<file path="src/rtl/config_packet_encoder.sv">
// rtl/config_packet_encoder.sv - command FIFO plus packet formatter feeding a BFT leaf injection port
module config_packet_encoder #(
    parameter int PACKET_BITS   = 97,
    parameter int NUM_LEAF_BITS = 6,
    parameter int NUM_PORT_BITS = 4,
    parameter int NUM_ADDR_BITS = 7,
    parameter int PAYLOAD_BITS  = 64,
    parameter int NUM_IN_PORTS  = 7,
    parameter int NUM_OUT_PORTS = 7,
    parameter int FIFO_DEPTH    = 4
) (
    input  logic                     clk,
    input  logic                     reset,
    input  logic                     cmd_valid,
    output logic                     cmd_ready,
    input  logic [1:0]               cmd_kind,
    input  logic [NUM_LEAF_BITS-1:0] cmd_leaf,
    input  logic [NUM_PORT_BITS-1:0] cmd_self_port,
    input  logic [NUM_LEAF_BITS-1:0] cmd_dst_src_leaf,
    input  logic [NUM_PORT_BITS-1:0] cmd_dst_src_port,
    input  logic [NUM_ADDR_BITS-1:0] cmd_bram_addr,
    input  logic [NUM_ADDR_BITS-1:0] cmd_freespace,
    output logic [PACKET_BITS-1:0]   o_packet,
    input  logic                     i_packet_ready,
    output logic [15:0]              o_pkt_count,
    output logic                     o_err,
    input  logic                     i_err_clr,
    output logic                     o_busy
);

    localparam int AW = $clog2(FIFO_DEPTH);

    localparam logic [1:0] KIND_OUT    = 2'd0;
    localparam logic [1:0] KIND_IN     = 2'd1;
    localparam logic [1:0] KIND_CREDIT = 2'd2;

    localparam logic [NUM_PORT_BITS-1:0] OUT_LO = NUM_PORT_BITS'(9);
    localparam logic [NUM_PORT_BITS-1:0] OUT_HI = NUM_PORT_BITS'(NUM_OUT_PORTS + 8);
    localparam logic [NUM_PORT_BITS-1:0] IN_LO  = NUM_PORT_BITS'(2);
    localparam logic [NUM_PORT_BITS-1:0] IN_HI  = NUM_PORT_BITS'(NUM_IN_PORTS + 1);

    // Payload field MSB positions, packed downward from the top of the payload
    localparam int P_SELF = PAYLOAD_BITS - 1;
    localparam int P_DLEAF = P_SELF - NUM_PORT_BITS;
    localparam int P_DPORT = P_DLEAF - NUM_LEAF_BITS;
    localparam int P_BRAM = P_DPORT - NUM_PORT_BITS;
    localparam int P_FREE = P_BRAM - NUM_ADDR_BITS;
    localparam int H_LEAF = PACKET_BITS - 2;
    localparam int H_PORT = H_LEAF - NUM_LEAF_BITS;

    typedef struct packed {
        logic [1:0]               kind;
        logic [NUM_LEAF_BITS-1:0] leaf;
        logic [NUM_PORT_BITS-1:0] self_port;
        logic [NUM_LEAF_BITS-1:0] dst_src_leaf;
        logic [NUM_PORT_BITS-1:0] dst_src_port;
        logic [NUM_ADDR_BITS-1:0] bram_addr;
        logic [NUM_ADDR_BITS-1:0] freespace;
    } cmd_t;

    cmd_t                     mem [FIFO_DEPTH];
    logic [AW:0]              wr_ptr;
    logic [AW:0]              rd_ptr;
    logic                     ready_en;
    logic                     full;
    logic                     empty;
    logic                     push;
    logic                     pop;
    logic                     transfer;
    logic                     slot_free;
    cmd_t                     head;
    logic                     head_ok;
    logic [NUM_PORT_BITS-1:0] port_field;
    logic [PAYLOAD_BITS-1:0]  cfg_payload;
    logic [PAYLOAD_BITS-1:0]  payload;
    logic [PACKET_BITS-1:0]   head_pkt;
    logic                     out_range;
    logic                     in_range;

    assign empty     = (wr_ptr == rd_ptr);
    assign full      = (wr_ptr[AW] != rd_ptr[AW]) && (wr_ptr[AW-1:0] == rd_ptr[AW-1:0]);
    assign cmd_ready = ready_en && !full;
    assign push      = cmd_valid && cmd_ready;
    assign transfer  = o_packet[PACKET_BITS-1] && i_packet_ready;
    assign slot_free = !o_packet[PACKET_BITS-1] || transfer;
    assign pop       = slot_free && !empty;
    assign o_busy    = !empty || o_packet[PACKET_BITS-1];

    assign head      = mem[rd_ptr[AW-1:0]];
    assign out_range = (head.self_port >= OUT_LO) && (head.self_port <= OUT_HI);
    assign in_range  = (head.self_port >= IN_LO) && (head.self_port <= IN_HI);

    always_comb begin
        cfg_payload = '0;
        cfg_payload[P_SELF  -: NUM_PORT_BITS] = head.self_port;
        cfg_payload[P_DLEAF -: NUM_LEAF_BITS] = head.dst_src_leaf;
        cfg_payload[P_DPORT -: NUM_PORT_BITS] = head.dst_src_port;
        cfg_payload[P_BRAM  -: NUM_ADDR_BITS] = head.bram_addr;
        cfg_payload[P_FREE  -: NUM_ADDR_BITS] = head.freespace;
    end

    always_comb begin
        port_field = '0;
        payload    = '0;
        head_ok    = 1'b0;
        case (head.kind)
            KIND_OUT: begin
                payload = cfg_payload;
                head_ok = out_range;
            end
            KIND_IN: begin
                port_field = NUM_PORT_BITS'(1);
                payload    = cfg_payload;
                head_ok    = in_range;
            end
            KIND_CREDIT: begin
                port_field = head.self_port;
                payload    = PAYLOAD_BITS'(1);
                head_ok    = out_range;
            end
            default: head_ok = 1'b0;
        endcase
        head_pkt = '0;
        head_pkt[PACKET_BITS-1]            = 1'b1;
        head_pkt[H_LEAF -: NUM_LEAF_BITS]  = head.leaf;
        head_pkt[H_PORT -: NUM_PORT_BITS]  = port_field;
        head_pkt[PAYLOAD_BITS-1:0]         = payload;
    end

    always_ff @(posedge clk) begin
        if (push) begin
            mem[wr_ptr[AW-1:0]] <= '{kind: cmd_kind, leaf: cmd_leaf, self_port: cmd_self_port,
                                     dst_src_leaf: cmd_dst_src_leaf, dst_src_port: cmd_dst_src_port,
                                     bram_addr: cmd_bram_addr, freespace: cmd_freespace};
        end
    end

    always_ff @(posedge clk or posedge reset) begin
        if (reset) begin
            wr_ptr      <= '0;
            rd_ptr      <= '0;
            ready_en    <= 1'b0;
            o_packet    <= '0;
            o_pkt_count <= '0;
            o_err       <= 1'b0;
        end else begin
            ready_en <= 1'b1;
            if (push) begin
                wr_ptr <= wr_ptr + 1'b1;
            end
            if (pop) begin
                rd_ptr <= rd_ptr + 1'b1;
            end
            // A dropped head leaves the slot empty rather than stalling the queue
            if (slot_free) begin
                o_packet <= (pop && head_ok) ? head_pkt : '0;
            end
            if (transfer) begin
                o_pkt_count <= o_pkt_count + 16'd1;
            end
            if (pop && !head_ok) begin
                o_err <= 1'b1;
            end else if (i_err_clr) begin
                o_err <= 1'b0;
            end
        end
    end

endmodule
</file>
<file path="config.mk">
export PLATFORM = sky130hd
export DESIGN_NAME = config_packet_encoder
export DESIGN_NICKNAME = d
export VERILOG_FILES = /design/src/rtl/config_packet_encoder.sv
export SDC_FILE = /design/constraint.sdc
export NUM_CORES = 1
export LEC_CHECK = 0
export ABC_AREA = 0
export CAP_MARGIN = 20
export CORE_MARGIN = 3
export CORE_UTILIZATION = 35
export CTS_CLUSTER_SIZE = 28
export DETAILED_ROUTE_END_ITERATION = 10
export GPL_ROUTABILITY_DRIVEN = 0
export PLACE_DENSITY = 0.61
export SYNTH_ARGS = -nofsm -noshare
export SYNTH_HDL_FRONTEND = slang
export SYNTH_SLANG_ARGS = --single-unit
</file>
<file path="constraint.sdc">
create_clock -name clk -period 8.1 [get_ports clk]
set_input_delay 1.62 -clock clk [delete_from_list [all_inputs] [get_ports clk]]
set_output_delay 1.62 -clock clk [all_outputs]
set_load 0.01 [all_outputs]
</file>
Yosys cells after proc, flatten, opt, wreduce, memory -nomap -nowiden
Memories as Yosys holds them, arrays and structs flattened.
Index checks and enable logic that the tools add are counted.
{ "classes": {"addsub": 3, "order_cmp": 4, "n_eq_ne": 5, "n_mux": 8, "reduce_logical": 19} }
{ "ops": {"columns": ["cell", "n"], "rows": [
  ["$pmux W64 S2", 1],
  ["$mux W97", 1],
  ["$add A16 B1 Y16 const B", 1],
  ["$logic_and A1 B1 Y1", 9],
  ["$le A4 B4 Y1 const B", 2],
  ["$pmux W4 S2", 1],
  ["$add A3 B1 Y3 const B", 2],
  ["$ge A4 B2 Y1 const B", 1],
  ["$ge A4 B4 Y1 const B", 1],
  ["$logic_not A1 Y1", 4],
  ["$mux W1", 4],
  ["$reduce_or A2 Y1", 2],
  ["$eq A3 B3 Y1", 1],
  ["$eq A2 B1 Y1 const B", 1],
  ["$eq A2 B2 Y1", 1],
  ["$eq A2 B2 Y1 const B", 1],
  ["$logic_not A2 Y1", 1],
  ["$logic_or A1 B1 Y1", 2],
  ["$pmux W1 S2", 1],
  ["$reduce_bool A2 Y1", 1],
  ["$ne A1 B1 Y1", 1]
]} }
{ "totals": {"reg_bits": 121, "ram_bits": 144, "in_bits": 41, "out_inout_bits": 116, "elab_cells": 46, "n_memories": 1} }
{ "mem_list": {"columns": ["name", "depth", "word_bits", "read_ports", "rd_clocked_by_memory_dff", "wr", "line", "text"], "rows": [
  ["mem", 4, 36, 1, 0, 1, "61", "cmd_t mem [FIFO_DEPTH];"]
]} }

Depth between registers and ports, before layout
{ "depth": {"depth_word": 7, "ltp_mapped": 10, "depth_no_buf": 7} }

Least setup slack after synthesis
No wires, ideal clock.
{ "synth_timing": {"path_kind": "reg2reg", "start": "register rd_ptr[0]", "end": "register o_packet[86]", "setup_ns": 0.090, "t_arrival_ns": 3.308, "required_ns": 8.010, "path_slack_ns": 4.702, "stages_incl_launch_ff": 11, "n_path_buf": 3, "synth_period_minus_slack_ns": 3.398, "cell_sequence": "dfrtp_1 buf_6 buf_1 mux4_2 inv_1 ha_1 nor4_1 or4_1 or3b_1 buf_6 o31ai_4"} }
{ "synth_between": {"elab_chain_cells": 6, "word_cells_on_any_way": 18, "cone_classes": "4 x order compare; 3 x eq/ne; 3 x mux; 7 x reduce/logical; 1 x memory"} }
{ "synth_lines": {"columns": ["element", "line", "text"], "rows": [
  ["from (decl)", "63", "logic [AW:0] rd_ptr;"],
  ["from (signal assigned)", "152", "rd_ptr <= rd_ptr + 1'b1;"],
  ["$mem_v2 Z4 W36", null, null],
  ["$ge A4 B4 Y1 (tied with other cells)", "90", "assign out_range = (head.self_port >= OUT_LO) && (head.self_port <= OUT_HI);"],
  ["$logic_and A1 B1 Y1 (tied with other cells)", "90", null],
  ["$pmux W1 S2", "106", "case (head.kind)"],
  ["$logic_and A1 B1 Y1", "156", "o_packet <= (pop && head_ok) ? head_pkt : '0;"],
  ["$mux W97 (*)", "156", null],
  ["to (signal assigned)", "156", null],
  ["to (decl)", "23", "output logic [PACKET_BITS-1:0] o_packet,"]
]} }
Every way passes the cells marked *; elsewhere a longest branch is shown, timed or not.
A chain may end at the register's enable or synchronous reset.

Final worst setup path
{ "layout_timing": {"start": "register rd_ptr[1]", "end": "output port o_busy"} }
{ "layout_between": {"elab_chain_cells": 3} }
{ "layout_lines": {"columns": ["element", "line", "text"], "rows": [
  ["$eq A3 B3 Y1", "80", "assign empty = (wr_ptr == rd_ptr);"],
  ["$logic_not A1 Y1", "87", "assign o_busy = !empty || o_packet[PACKET_BITS-1];"],
  ["$logic_or A1 B1 Y1", "87", null],
  ["to (decl)", "28", "output logic o_busy"]
]} }
No other way between the ends.

==> impl_metrics.env <==
export IMPL_vias=4296
export IMPL_cp_arrival_ps=2790
export IMPL_netlist_instances=478
export IMPL_crit_end="o_busy"
export IMPL_dpl_worst_slack_ps=3926
export IMPL_setup_viol=0
export IMPL_grt_pass1_wl_um=25200
export IMPL_ys_types=41
export IMPL_ir_drop_mv=0.1836
export IMPL_cts_made_buffers=22
export IMPL_worst_slack_ps=3689
export IMPL_slowest_stage="dfrtp_2"
export IMPL_cp_depth=4
export IMPL_reg2reg_depth=9
export IMPL_power_density_mw_per_mm2=347.1
export IMPL_required_ps=6480
export IMPL_dp_hpwl_um=9899
export IMPL_drc=0
export IMPL_cp_startpoint="rd_ptr[1]"
export IMPL_synth_avg_cell_area_um2=17.47
export IMPL_end_kind="primary output"
export IMPL_synth_ff_type="edfxtp_1"
export IMPL_die_h_um=160.5
export IMPL_max_slew_margin_rel=0.2989
export IMPL_holdWs_ps=474.4
export IMPL_use_met1=0.1607
export IMPL_critical_path_max_stage_delay_ps=1060
export IMPL_p_total_mw=3.558
export IMPL_status="completed"
export IMPL_fin_util=0.4447
export IMPL_hold_viol_final=0
export IMPL_cp_max_fo=39
export IMPL_drive_gt1_frac=0.1476
export IMPL_p_clk_frac=0.278
export IMPL_port_buffers=99
export IMPL_routed_wl_um=16270
export IMPL_netlist_area_mm2=0.008349
export IMPL_worstPathCellList="xnor2_1, nand3_1, or2_2, clkdlybuf4s50_1"
export IMPL_synth_enable_flop_cells=144
export IMPL_crit_type="reg2out"
export IMPL_clockBufferDepth=3
export IMPL_period_needed_ps=4411
export IMPL_total_leakage_power_nw=3.800
export IMPL_crit_buf_inv=1
export IMPL_first_pass_iters=4
export IMPL_top_usage_layer="met2"
export IMPL_power_switching_share=0.3029
export IMPL_combPwrFrac=0.296
export IMPL_clk_pin_slew_ps=60
export IMPL_fin_nets=638
export IMPL_hold_class="reg2reg"
export IMPL_synth_seq_area_share=0.7097
export IMPL_finalSetupTns_ps=0
export IMPL_hold_depth=1
export IMPL_ant_nets=0
export IMPL_async_reset_ff_frac=0.3077
export IMPL_rrSetupSlack_ps=4550
export IMPL_yosys_warnings=0
export IMPL_p_switching_mw=1.078
export IMPL_grt_pass1_vias=4442
export IMPL_dieWidth_um=160.5
export IMPL_drtIter0Drc=210
export IMPL_wire_per_inst_um=17.77
export IMPL_root_buffer="clkbuf_16"
export IMPL_antenna_found_initial=3
export IMPL_use_met2=0.2123
export IMPL_clock_sinks=208
export IMPL_r2r_end="o_packet[42]"
export IMPL_antenna_cells=0
export IMPL_grtUsageMet3=0.02966
export IMPL_worstSkewPairLatency_ps=520
export IMPL_hold_buffers=0
export IMPL_ys_ff_latch=208
export IMPL_worstSetupStartpointType="flop"
export IMPL_pwr_share_seq=0.426
export IMPL_period_share=0.5446
export IMPL_die_area_mm2=0.02574
export IMPL_drv_cap=0
export IMPL_vias_per_cell=4.690
export IMPL_skew_ps=22.20
export IMPL_crit_family="flip-flops"
export IMPL_r2r_start="rd_ptr[0]"
export IMPL_cts_tree="yes"
export IMPL_drv_slew=0
export IMPL_grt_start_max_net_pins=65
export IMPL_track_usage=0.1241
export IMPL_rows=55
export IMPL_cts_resized_gates=0
export IMPL_p_int_mw=2.481
export IMPL_start_util=0.3622
export IMPL_htree_num_levels=1
export IMPL_worstMarginPinSlew_ps=1052
export IMPL_core_area_mm2=0.02305
export IMPL_clock_fmax_mhz=226.7
export IMPL_areaGrowthSynthToFinish_pct=22.78
export IMPL_overflow=0
export IMPL_ios=157
export IMPL_rsz0062_at_grt="no"
export IMPL_cts_setup_buffers=0
-- worst min path at each step --
stage | from | slack, ps | endpoint
2_1_floorplan | wr_ptr[2] | 460 | wr_ptr[2]
3_3_place_gp | o_pkt_count[15] | 460 | o_pkt_count[15]
3_5_place_dp | o_packet[87] | 480 | o_packet[87]
4_1_cts | o_pkt_count[15] | 480 | o_pkt_count[15]
5_1_grt | o_pkt_count[15] | 500 | o_pkt_count[15]
6_report | o_pkt_count[15] | 470 | o_pkt_count[15]
-- layout make-up --
class	count	area, µm²
well taps	313	391.6
multi-input cells	245	2110
inverters	7	26.28
fillers	2013	12800
clock inverters	15	152.6
flip-flops and latches	208	5928
repair buffers	103	1061
clock buffers	25	581.8
-- sequential cells by signal, summed over array words and instances (netlist names) --
| register | count |
|---|---|
| o_err | 1 |
| mem | 144 |
| o_pkt_count | 16 |
| o_packet | 40 |
| rd_ptr | 3 |
| ready_en | 1 |
| wr_ptr | 3 |
-- metrics by stage --
stage,cells,instance area (µm²)
final,916,10250
after floorplan,534,8559
after global routing,916,10250
after global placement,874,9462
after detailed placement,875,9489
after CTS,915,10220
-- layout by cell type, fill, tap and decap left out, drive strengths merged, types with 4 or more instances in the layout --
| master | n |
|---|---|
| a22o | 28 |
| and3 | 6 |
| buf | 4 |
| clkbuf | 25 |
| clkdlybuf4s50 | 99 |
| clkinv | 10 |
| conb | 58 |
| dfrtp | 64 |
| edfxtp | 144 |
| ha | 10 |
| inv | 7 |
| mux4 | 36 |
| nand2 | 33 |
| nand3 | 4 |
| nand4 | 4 |
| nor2 | 7 |
| o21ai | 12 |
| xnor2 | 16 |
| xor2 | 6 |
-- per-layer routing --
metal	vias to the layer above	wire, µm
li1	1914	-
met1	2170	6735
met2	176	8021
met3	30	1133
met4	6	342
met5	-	41
-- power groups by stage --
| stage | sequential (mW) | clock, mW | combinational (mW) |
|---|---|---|---|
| 4_1_cts | 1.52 | 1.02 | 1.07 |
| 3_3_place_gp | 1.53 | 0 | 1.03 |
| 5_1_grt | 1.54 | 1.06 | 1.15 |
| 3_5_place_dp | 1.54 | 0 | 1.07 |
| 6_report | 1.51 | 0.989 | 1.05 |
| 2_1_floorplan | 1.50 | 0 | 0.674 |
-- cells by family after synthesis --
family                   after synthesis  share of synthesized area
multiplexers                          39                     0.1016
AO/OA/AOI/OAI                         46                    0.04286
flip-flops                           208                     0.7097
adder cells (fa/ha/maj)               10                    0.01499
buffers and inverters                 81                    0.06429
AND/OR/NAND/NOR                       70                    0.04256
other                                  2                  0.0008995
XOR/XNOR                              22                    0.02308
-- cells in the mapped netlist, types with 2 or more instances --
cell        n  area, µm²
mux4_2     35      788.3
clkbuf_1   10      37.54
nand2_1    33      123.9
a21oi_1     2      10.01
inv_1       7      26.28
nand4_1     4      25.02
nor2_1      7      26.28
buf_1       2      7.510
buf_4      57      427.9
xor2_1      6      52.55
mux2_2      3      33.78
ha_1       10      125.1
edfxtp_1  144       4324
buf_2       3      15.01
nand3_1     4      20.02
and3_1      5      31.28
nor4_1      3      18.77
a22o_1     28      245.2
dfrtp_1    64       1602
xnor2_1    16      140.1
buf_6       2      22.52
conb_1      2      7.510
or3_1       3      18.77
o21ai_0    11      55.05
-- worst register-to-register path: stages (launching register included) --
cell	delay [ps]
dfrtp_2	340
buf_4	630
mux4_2	650
inv_1	110
ha_1	240
nor4_1	80
or4_1	570
nor3_4	510
buf_16	230
a22o_1	150
Note: power is estimated with default switching activity, not from simulation.
